File: src/rtl/add_serial_ctrl.sv
// add_serial_ctrl: operand sequencer and result collector for add_serial.
// Buffers operand pairs in a FIFO, issues them one at a time to the serial
// adder with a one-cycle en pulse, then captures and offers the sum.
// Ports:
//   clk, rst              clock, synchronous active-high reset
//   in_valid/in_ready     operand-pair stream (in_a, in_b)
//   add_a/add_b/add_en    to the adder (operands held for the whole add)
//   add_out               adder result
//   res_valid/res_ready   result stream (res_data)
//   busy                  op in flight or operands buffered
// Optional build macro ADD_SERIAL_CHECK_EN adds chk_err (sticky) and
// chk_cnt (saturating) that flag add_out != add_a + add_b at capture.
module add_serial_ctrl #(
    parameter int WIDTH      = 8,
    parameter int ADD_CYCLES = 9,
    parameter int FIFO_DEPTH = 2
) (
    input  logic             clk,
    input  logic             rst,
    input  logic             in_valid,
    output logic             in_ready,
    input  logic [WIDTH-1:0] in_a,
    input  logic [WIDTH-1:0] in_b,
    output logic [WIDTH-1:0] add_a,
    output logic [WIDTH-1:0] add_b,
    output logic             add_en,
    input  logic [WIDTH-1:0] add_out,
    output logic             res_valid,
    input  logic             res_ready,
    output logic [WIDTH-1:0] res_data,
    output logic             busy
`ifdef ADD_SERIAL_CHECK_EN
    ,
    output logic             chk_err,
    output logic [7:0]       chk_cnt
`endif
);

    localparam int PW = (FIFO_DEPTH > 1) ? $clog2(FIFO_DEPTH) : 1;
    localparam int CW = $clog2(ADD_CYCLES + 1);

    typedef enum logic [1:0] {
        S_IDLE,
        S_ISSUE,
        S_WAIT,
        S_HOLD
    } state_e;

    state_e state_q, state_d;
    logic [CW-1:0] cnt_q, cnt_d;

    logic [WIDTH-1:0] mem_a_q [FIFO_DEPTH];
    logic [WIDTH-1:0] mem_b_q [FIFO_DEPTH];
    logic [PW-1:0] wr_ptr_q, rd_ptr_q;
    logic [PW:0] count_q;

    logic [WIDTH-1:0] add_a_q, add_b_q;
    logic [WIDTH-1:0] res_data_q;
    logic res_valid_q;

    logic full, empty, push, pop;
    logic load, capture, res_take;

    assign full     = (count_q == (PW+1)'(FIFO_DEPTH));
    assign empty    = (count_q == '0);
    assign in_ready = !full;
    assign push     = in_valid && !full;
    // The head entry stays in the FIFO until its result is captured.
    assign pop      = capture;

    assign add_a     = add_a_q;
    assign add_b     = add_b_q;
    assign res_valid = res_valid_q;
    assign res_data  = res_data_q;
    assign busy      = (state_q != S_IDLE) || !empty;

    // Operand FIFO
    always_ff @(posedge clk) begin
        if (rst) begin
            wr_ptr_q <= '0;
            rd_ptr_q <= '0;
            count_q  <= '0;
        end else begin
            if (push) begin
                mem_a_q[wr_ptr_q] <= in_a;
                mem_b_q[wr_ptr_q] <= in_b;
                wr_ptr_q <= wr_ptr_q + 1'b1;
            end
            if (pop) begin
                rd_ptr_q <= rd_ptr_q + 1'b1;
            end
            if (push && !pop) begin
                count_q <= count_q + 1'b1;
            end else if (pop && !push) begin
                count_q <= count_q - 1'b1;
            end
        end
    end

    // Next-state and outputs
    always_comb begin
        state_d  = state_q;
        cnt_d    = cnt_q;
        load     = 1'b0;
        capture  = 1'b0;
        res_take = 1'b0;
        add_en   = 1'b0;
        unique case (state_q)
            S_IDLE: begin
                if (!empty) begin
                    load    = 1'b1;
                    state_d = S_ISSUE;
                end
            end
            S_ISSUE: begin
                add_en  = 1'b1;
                cnt_d   = CW'(ADD_CYCLES);
                state_d = S_WAIT;
            end
            S_WAIT: begin
                cnt_d = cnt_q - 1'b1;
                if (cnt_q == CW'(1)) begin
                    capture = 1'b1;
                    state_d = S_HOLD;
                end
            end
            S_HOLD: begin
                if (res_ready) begin
                    res_take = 1'b1;
                    state_d  = S_IDLE;
                end
            end
            default: state_d = S_IDLE;
        endcase
    end

    always_ff @(posedge clk) begin
        if (rst) begin
            state_q     <= S_IDLE;
            cnt_q       <= '0;
            add_a_q     <= '0;
            add_b_q     <= '0;
            res_valid_q <= 1'b0;
            res_data_q  <= '0;
        end else begin
            state_q <= state_d;
            cnt_q   <= cnt_d;
            if (load) begin
                add_a_q <= mem_a_q[rd_ptr_q];
                add_b_q <= mem_b_q[rd_ptr_q];
            end
            if (capture) begin
                res_data_q  <= add_out;
                res_valid_q <= 1'b1;
            end else if (res_take) begin
                res_valid_q <= 1'b0;
            end
        end
    end

`ifdef ADD_SERIAL_CHECK_EN
    logic [WIDTH-1:0] sum_ref;
    logic mismatch;
    logic chk_err_q;
    logic [7:0] chk_cnt_q;

    assign sum_ref  = add_a_q + add_b_q;
    assign mismatch = capture && (add_out != sum_ref);
    assign chk_err  = chk_err_q;
    assign chk_cnt  = chk_cnt_q;

    always_ff @(posedge clk) begin
        if (rst) begin
            chk_err_q <= 1'b0;
            chk_cnt_q <= '0;
        end else if (mismatch) begin
            chk_err_q <= 1'b1;
            if (chk_cnt_q != 8'hFF) begin
                chk_cnt_q <= chk_cnt_q + 1'b1;
            end
        end
    end
`endif

endmodule
File: config.mk
export PLATFORM = sky130hd
export DESIGN_NAME = add_serial_ctrl
export DESIGN_NICKNAME = d
export VERILOG_FILES = /design/src/rtl/add_serial_ctrl.sv
export SDC_FILE = /design/constraint.sdc
export NUM_CORES = 1
export LEC_CHECK = 0
export CORE_MARGIN = 10
export CORE_UTILIZATION = 25
export CTS_CLUSTER_SIZE = 14
export DETAILED_ROUTE_END_ITERATION = 10
export GPL_ROUTABILITY_DRIVEN = 0
export GPL_TIMING_DRIVEN = 0
export PLACE_DENSITY_LB_ADDON = 0.25
export SLEW_MARGIN = 20
export SYNTH_ARGS = -nofsm -noshare
export SYNTH_HDL_FRONTEND = slang
export SYNTH_SLANG_ARGS = --single-unit
export TNS_END_PERCENT = 100
File: constraint.sdc
create_clock -name clk -period 2.3 [get_ports clk]
set_input_delay 0.46 -clock clk [delete_from_list [all_inputs] [get_ports clk]]
set_output_delay 0.46 -clock clk [all_outputs]
set_load 0.05 [all_outputs]
==> impl_metrics.prom <==
# TYPE chip_impl_metric gauge
chip_impl_metric{name="syn_avg_cell_area",unit="um^2"} 12.2
chip_impl_metric{name="ys_ff_latch",unit=""} 67
chip_impl_metric{name="part_of_the_power_in_registers",unit="%"} 37.5
chip_impl_metric{name="stdcell_area",unit="um^2"} 3530
chip_impl_metric{name="number_of_global_route_vias_before_repair",unit=""} 1878
chip_impl_metric{name="ys_types",unit=""} 33
chip_impl_metric{name="worst_slew_pin_slew",unit="ns"} 0.929
chip_impl_metric{name="chipWidth",unit="um"} 122
chip_impl_metric{name="routed-wl-met3",unit="um"} 412
chip_impl_metric{name="detailed_place.area",unit="um^2"} 3320
chip_impl_metric{name="cts_sinks",unit=""} 67
chip_impl_metric{name="drv_cap",unit=""} 0
chip_impl_metric{name="cts.htree.levels",unit=""} 3
chip_impl_info{name="r2r_start",value="state_q[0]$_SDFFE_PP0P_"} 1
chip_impl_info{name="final_common_cell",value="sky130_fd_sc_hd__clkdlybuf4s50_1"} 1
chip_impl_metric{name="grt_start_max_net_pins",unit=""} 17
chip_impl_metric{name="synth_largest_type_area_fraction",unit="%"} 37.1
chip_impl_metric{name="crit_arrival",unit="ns"} 1.73
chip_impl_metric{name="mappedNetlistNets",unit=""} 248
chip_impl_info{name="synth.largest_area_cell",value="sky130_fd_sc_hd__edfxtp_1"} 1
chip_impl_info{name="setup_repair_after_global_routing_missed_its_margin",value="no"} 1
chip_impl_metric{name="synth_edf_count",unit=""} 32
chip_impl_info{name="critPathLaunchType",value="flip-flop"} 1
chip_impl_metric{name="start_util",unit="%"} 25.4
chip_impl_metric{name="flow.area_growth_from_synthesis",unit="%"} 36.5
chip_impl_metric{name="groute.usage.overall",unit="%"} 8.35
chip_impl_metric{name="yosysSeqAreaShare",unit="%"} 64.2
chip_impl_metric{name="netSwitchingPower",unit="mW"} 1.72
chip_impl_metric{name="share_clk_of_total_power",unit="%"} 22.7
chip_impl_metric{name="r2r_cells",unit=""} 8
chip_impl_metric{name="num_rows",unit=""} 37
chip_impl_info{name="hold_path_end",value="res_data[4]$_SDFFE_PP0P_"} 1
chip_impl_metric{name="detail_route.wl_per_cell",unit="um"} 13.9
chip_impl_metric{name="iter_0_drt_violations",unit=""} 41
chip_impl_metric{name="worst_setup_hold_path_clk_slew",unit="ns"} 0.07
chip_impl_metric{name="fin_crit",unit="ns"} 2.19
chip_impl_metric{name="metal_1_wl",unit="mm"} 2.58
chip_impl_metric{name="total_leakage_power",unit="nW"} 1.20
chip_impl_info{name="synth_flop_cell",value="sky130_fd_sc_hd__dfxtp_1"} 1
chip_impl_metric{name="setup_total_negative_slack",unit="ns"} 0
chip_impl_metric{name="post-route-period-util",unit="%"} 95.3
chip_impl_metric{name="grt.overflow.total",unit=""} 0
chip_impl_metric{name="num-nets-final",unit=""} 314
chip_impl_metric{name="fillers",unit=""} 1034
chip_impl_metric{name="total_power",unit="mW"} 4.33
chip_impl_metric{name="timing_max_transition_violations_final",unit=""} 0
chip_impl_metric{name="mappedNetlistArea",unit="um^2"} 2590
chip_impl_metric{name="power.share.switching",unit="%"} 39.7
chip_impl_metric{name="slew-limit-headroom",unit="%"} 38.0
chip_impl_metric{name="share_of_cells_above_drive_strength_1",unit="%"} 10.6
chip_impl_metric{name="yosys_warnings",unit=""} 0
chip_impl_metric{name="tritoncts.num_buffers",unit=""} 9
chip_impl_metric{name="power_report.internal_total",unit="mW"} 2.61
chip_impl_metric{name="detail_route.vias_per_cell",unit=""} 4.17
chip_impl_metric{name="yosys.area_share.simple",unit="%"} 10.3
chip_impl_metric{name="pwr-share-comb",unit="%"} 39.8
chip_impl_info{name="mostFrequentLayoutCells",value="52 x sky130_fd_sc_hd__clkdlybuf4s50_1, 35 x sky130_fd_sc_hd__dfxtp_1, 32 x sky130_fd_sc_hd__edfxtp_1"} 1
chip_impl_metric{name="critical_path_required",unit="ns"} 1.84
chip_impl_metric{name="clock_latency",unit="ns"} 0.34
chip_impl_metric{name="num_antenna_cells",unit=""} 0
chip_impl_metric{name="ir_worst_vdd",unit="mV"} 0.642
chip_impl_metric{name="crit_fanout",unit=""} 5
chip_impl_info{name="timing.hold.worst.class",value="reg2reg"} 1
chip_impl_metric{name="drc",unit=""} 0
chip_impl_metric{name="drt_pass1_iterations",unit=""} 4
chip_impl_info{name="status",value="completed"} 1
chip_impl_metric{name="yosys.area_share.xor_xnor",unit="%"} 1.01
chip_impl_metric{name="hpwl",unit="mm"} 4.12
chip_impl_info{name="main_combinational_cell_family_by_area_after_synthesis",value="compound AO/OA/AOI/OAI gates"} 1
chip_impl_metric{name="r2r_setup_slack",unit="ns"} 0.27
chip_impl_info{name="cts_tree",value="yes"} 1
chip_impl_info{name="hp-start",value="res_data[4]$_SDFFE_PP0P_"} 1
chip_impl_metric{name="hold_violations",unit=""} 0
chip_impl_metric{name="grt_first_pass_wirelength",unit="mm"} 9.64
chip_impl_metric{name="detail_route.wirelength",unit="mm"} 5.83
chip_impl_metric{name="min_delay_path_depth",unit=""} 2
chip_impl_metric{name="io_pins",unit=""} 56
chip_impl_metric{name="clk_path_buf_depth",unit=""} 2
chip_impl_info{name="timing.rr.end",value="count_q[1]$_SDFFE_PP0P_"} 1
chip_impl_metric{name="antenna_violations_before_repair",unit=""} 0
chip_impl_info{name="top_signal_layer_used",value="met4"} 1
chip_impl_metric{name="die_h",unit="um"} 122
chip_impl_info{name="critical_path.endpoint_type",value="primary output"} 1
chip_impl_metric{name="via_count",unit=""} 1753
chip_impl_info{name="clk_root_buffer_cell",value="sky130_fd_sc_hd__clkbuf_8"} 1
chip_impl_metric{name="proportion_of_register_bits_with_asynchronous_set_or_reset_after_synthesis",unit="%"} 0
chip_impl_info{name="criticalPathCategory",value="reg2out"} 1
chip_impl_metric{name="core_area",unit="um^2"} 10200
chip_impl_metric{name="post_synth_inst_count",unit=""} 213
chip_impl_metric{name="muxShareOfSynthArea",unit="%"} 6.57
chip_impl_metric{name="placement.io_buffers",unit=""} 54
chip_impl_metric{name="pwr_density_cell",unit="nW/um^2"} 1230
chip_impl_metric{name="met2WireLength",unit="mm"} 2.77
chip_impl_metric{name="synth_compound_gate_area_share",unit="%"} 10.3
chip_impl_info{name="post_synth_main_area_contributors",value="sky130_fd_sc_hd__edfxtp_1 37%, sky130_fd_sc_hd__dfxtp_1 27%, sky130_fd_sc_hd__mux2i_1 6.6%, sky130_fd_sc_hd__a211oi_1 4.6%, sky130_fd_sc_hd__ha_1 3.4%"} 1
chip_impl_metric{name="die_area",unit="um^2"} 14800
chip_impl_metric{name="timing.final.setup_violations",unit=""} 0
chip_impl_metric{name="timing.clock.skew",unit="ns"} 0.00900
chip_impl_metric{name="ant_nets",unit=""} 0
chip_impl_metric{name="synth_fa_ha_area_share",unit="%"} 3.38
chip_impl_metric{name="fmax",unit="MHz"} 456
==> layer usage <==
layer	vias up	track usage, %
met3	7	4.02
met4	0	3.13
met5	-	0
li1	886	-
met1	816	9.20
met2	44	13.7
==> critical path, cell delays in order, from the launching register on <==
cell and delay [ns]:
sky130_fd_sc_hd__dfxtp_1 0.42, sky130_fd_sc_hd__nor2b_1 0.09, sky130_fd_sc_hd__inv_1 0.07, sky130_fd_sc_hd__clkdlybuf4s50_1 0.81
==> metrics by stage <==
step / instances / hold slack [ns] / worst slack [ns] / utilization, %
2_1_floorplan: 213 / 0.466 / 0.207 / -
3_3_place_gp: 403 / 0.444 / -0.364 / 32.5
3_5_place_dp: 403 / 0.448 / -0.0601 / 32.6
4_1_cts: 419 / 0.459 / 0.0150 / 34.6
5_1_grt: 420 / 0.475 / 0.00129 / 34.7
6_report: 420 / 0.454 / 0.107 / 34.7
==> power groups by stage <==
stage          clock network (mW)  registers (mW)  logic, mW
4_1_cts                      1.03            1.63       1.75
3_3_place_gp                    0            1.65       1.74
6_report                    0.982            1.63       1.72
5_1_grt                      1.08            1.66       1.86
3_5_place_dp                    0            1.65       1.76
2_1_floorplan                   0            2.07      0.767
==> synth_stat cells (2+ instances only) <==
library cell and number:
sky130_fd_sc_hd__edfxtp_1 32, sky130_fd_sc_hd__clkbuf_1 3, sky130_fd_sc_hd__nand3_1 2, sky130_fd_sc_hd__o21a_1 2, sky130_fd_sc_hd__a21oi_1 14, sky130_fd_sc_hd__inv_1 9
sky130_fd_sc_hd__dfxtp_1 35, sky130_fd_sc_hd__nor2b_1 2, sky130_fd_sc_hd__xor2_1 2, sky130_fd_sc_hd__mux2i_1 17, sky130_fd_sc_hd__nor3_1 2, sky130_fd_sc_hd__or3_1 2
sky130_fd_sc_hd__ha_1 7, sky130_fd_sc_hd__o21ai_0 4, sky130_fd_sc_hd__nor2_1 21, sky130_fd_sc_hd__a211oi_1 16, sky130_fd_sc_hd__buf_4 6, sky130_fd_sc_hd__nand2_1 22
==> cell type report <==
| type | instances | area (um^2) | area share, % |
|---|---|---|---|
| clock buffers | 9 | 124 | 3.51 |
| plain buffers | 12 | 70.1 | 1.98 |
| inverters | 10 | 41.3 | 1.17 |
| repair buffers | 55 | 549 | 15.5 |
| well taps | 136 | 170 | 4.82 |
| multi-input cells | 124 | 842 | 23.8 |
| clock inverters | 7 | 75.1 | 2.12 |
| flip-flops and latches | 67 | 1660 | 47.0 |
==> timing repair <==
action / 4_1_cts / 5_1_grt
hold buffers: 0 / 0
buffers inserted: 0 / 1
endpoints found under the setup margin: 1 / 2
resized for setup: 1 / 2
==> sequential cells by signal (all words and copies together), names as in the netlist <==
register   flops
mem_a_q       16
mem_b_q       16
add_a          8
add_b          8
res_data       8
cnt_q          4
count_q        2
state_q        2
rd_ptr_q       1
res_valid      1
wr_ptr_q       1
==> how the worst max path moves through the flow <==
stage,from,to,slack [ns],cells past startpoint
2_1_floorplan,count_q[0]$_SDFFE_PP0P_,mem_a_q[1][0]$_DFFE_PP_,0.21,4
3_3_place_gp,in_valid,mem_b_q[1][4]$_DFFE_PP_,-0.36,3
3_5_place_dp,in_valid,mem_a_q[1][5]$_DFFE_PP_,-0.06,3
4_1_cts,state_q[0]$_SDFFE_PP0P_,count_q[1]$_SDFFE_PP0P_,0.02,8
5_1_grt,count_q[1]$_SDFFE_PP0P_,in_ready,0.001,3
6_report,count_q[0]$_SDFFE_PP0P_,in_ready,0.11,3
==> logic make-up after synthesis <==
logic type / Yosys count
and+or+nand+nor: 58
DFF: 67
buffers and inverters: 22
AOI/OAI and AO/OA: 39
adders and majority gates: 7
muxes: 17
xor gates and xnor gates: 3
Power figures use the tool's default switching activity.
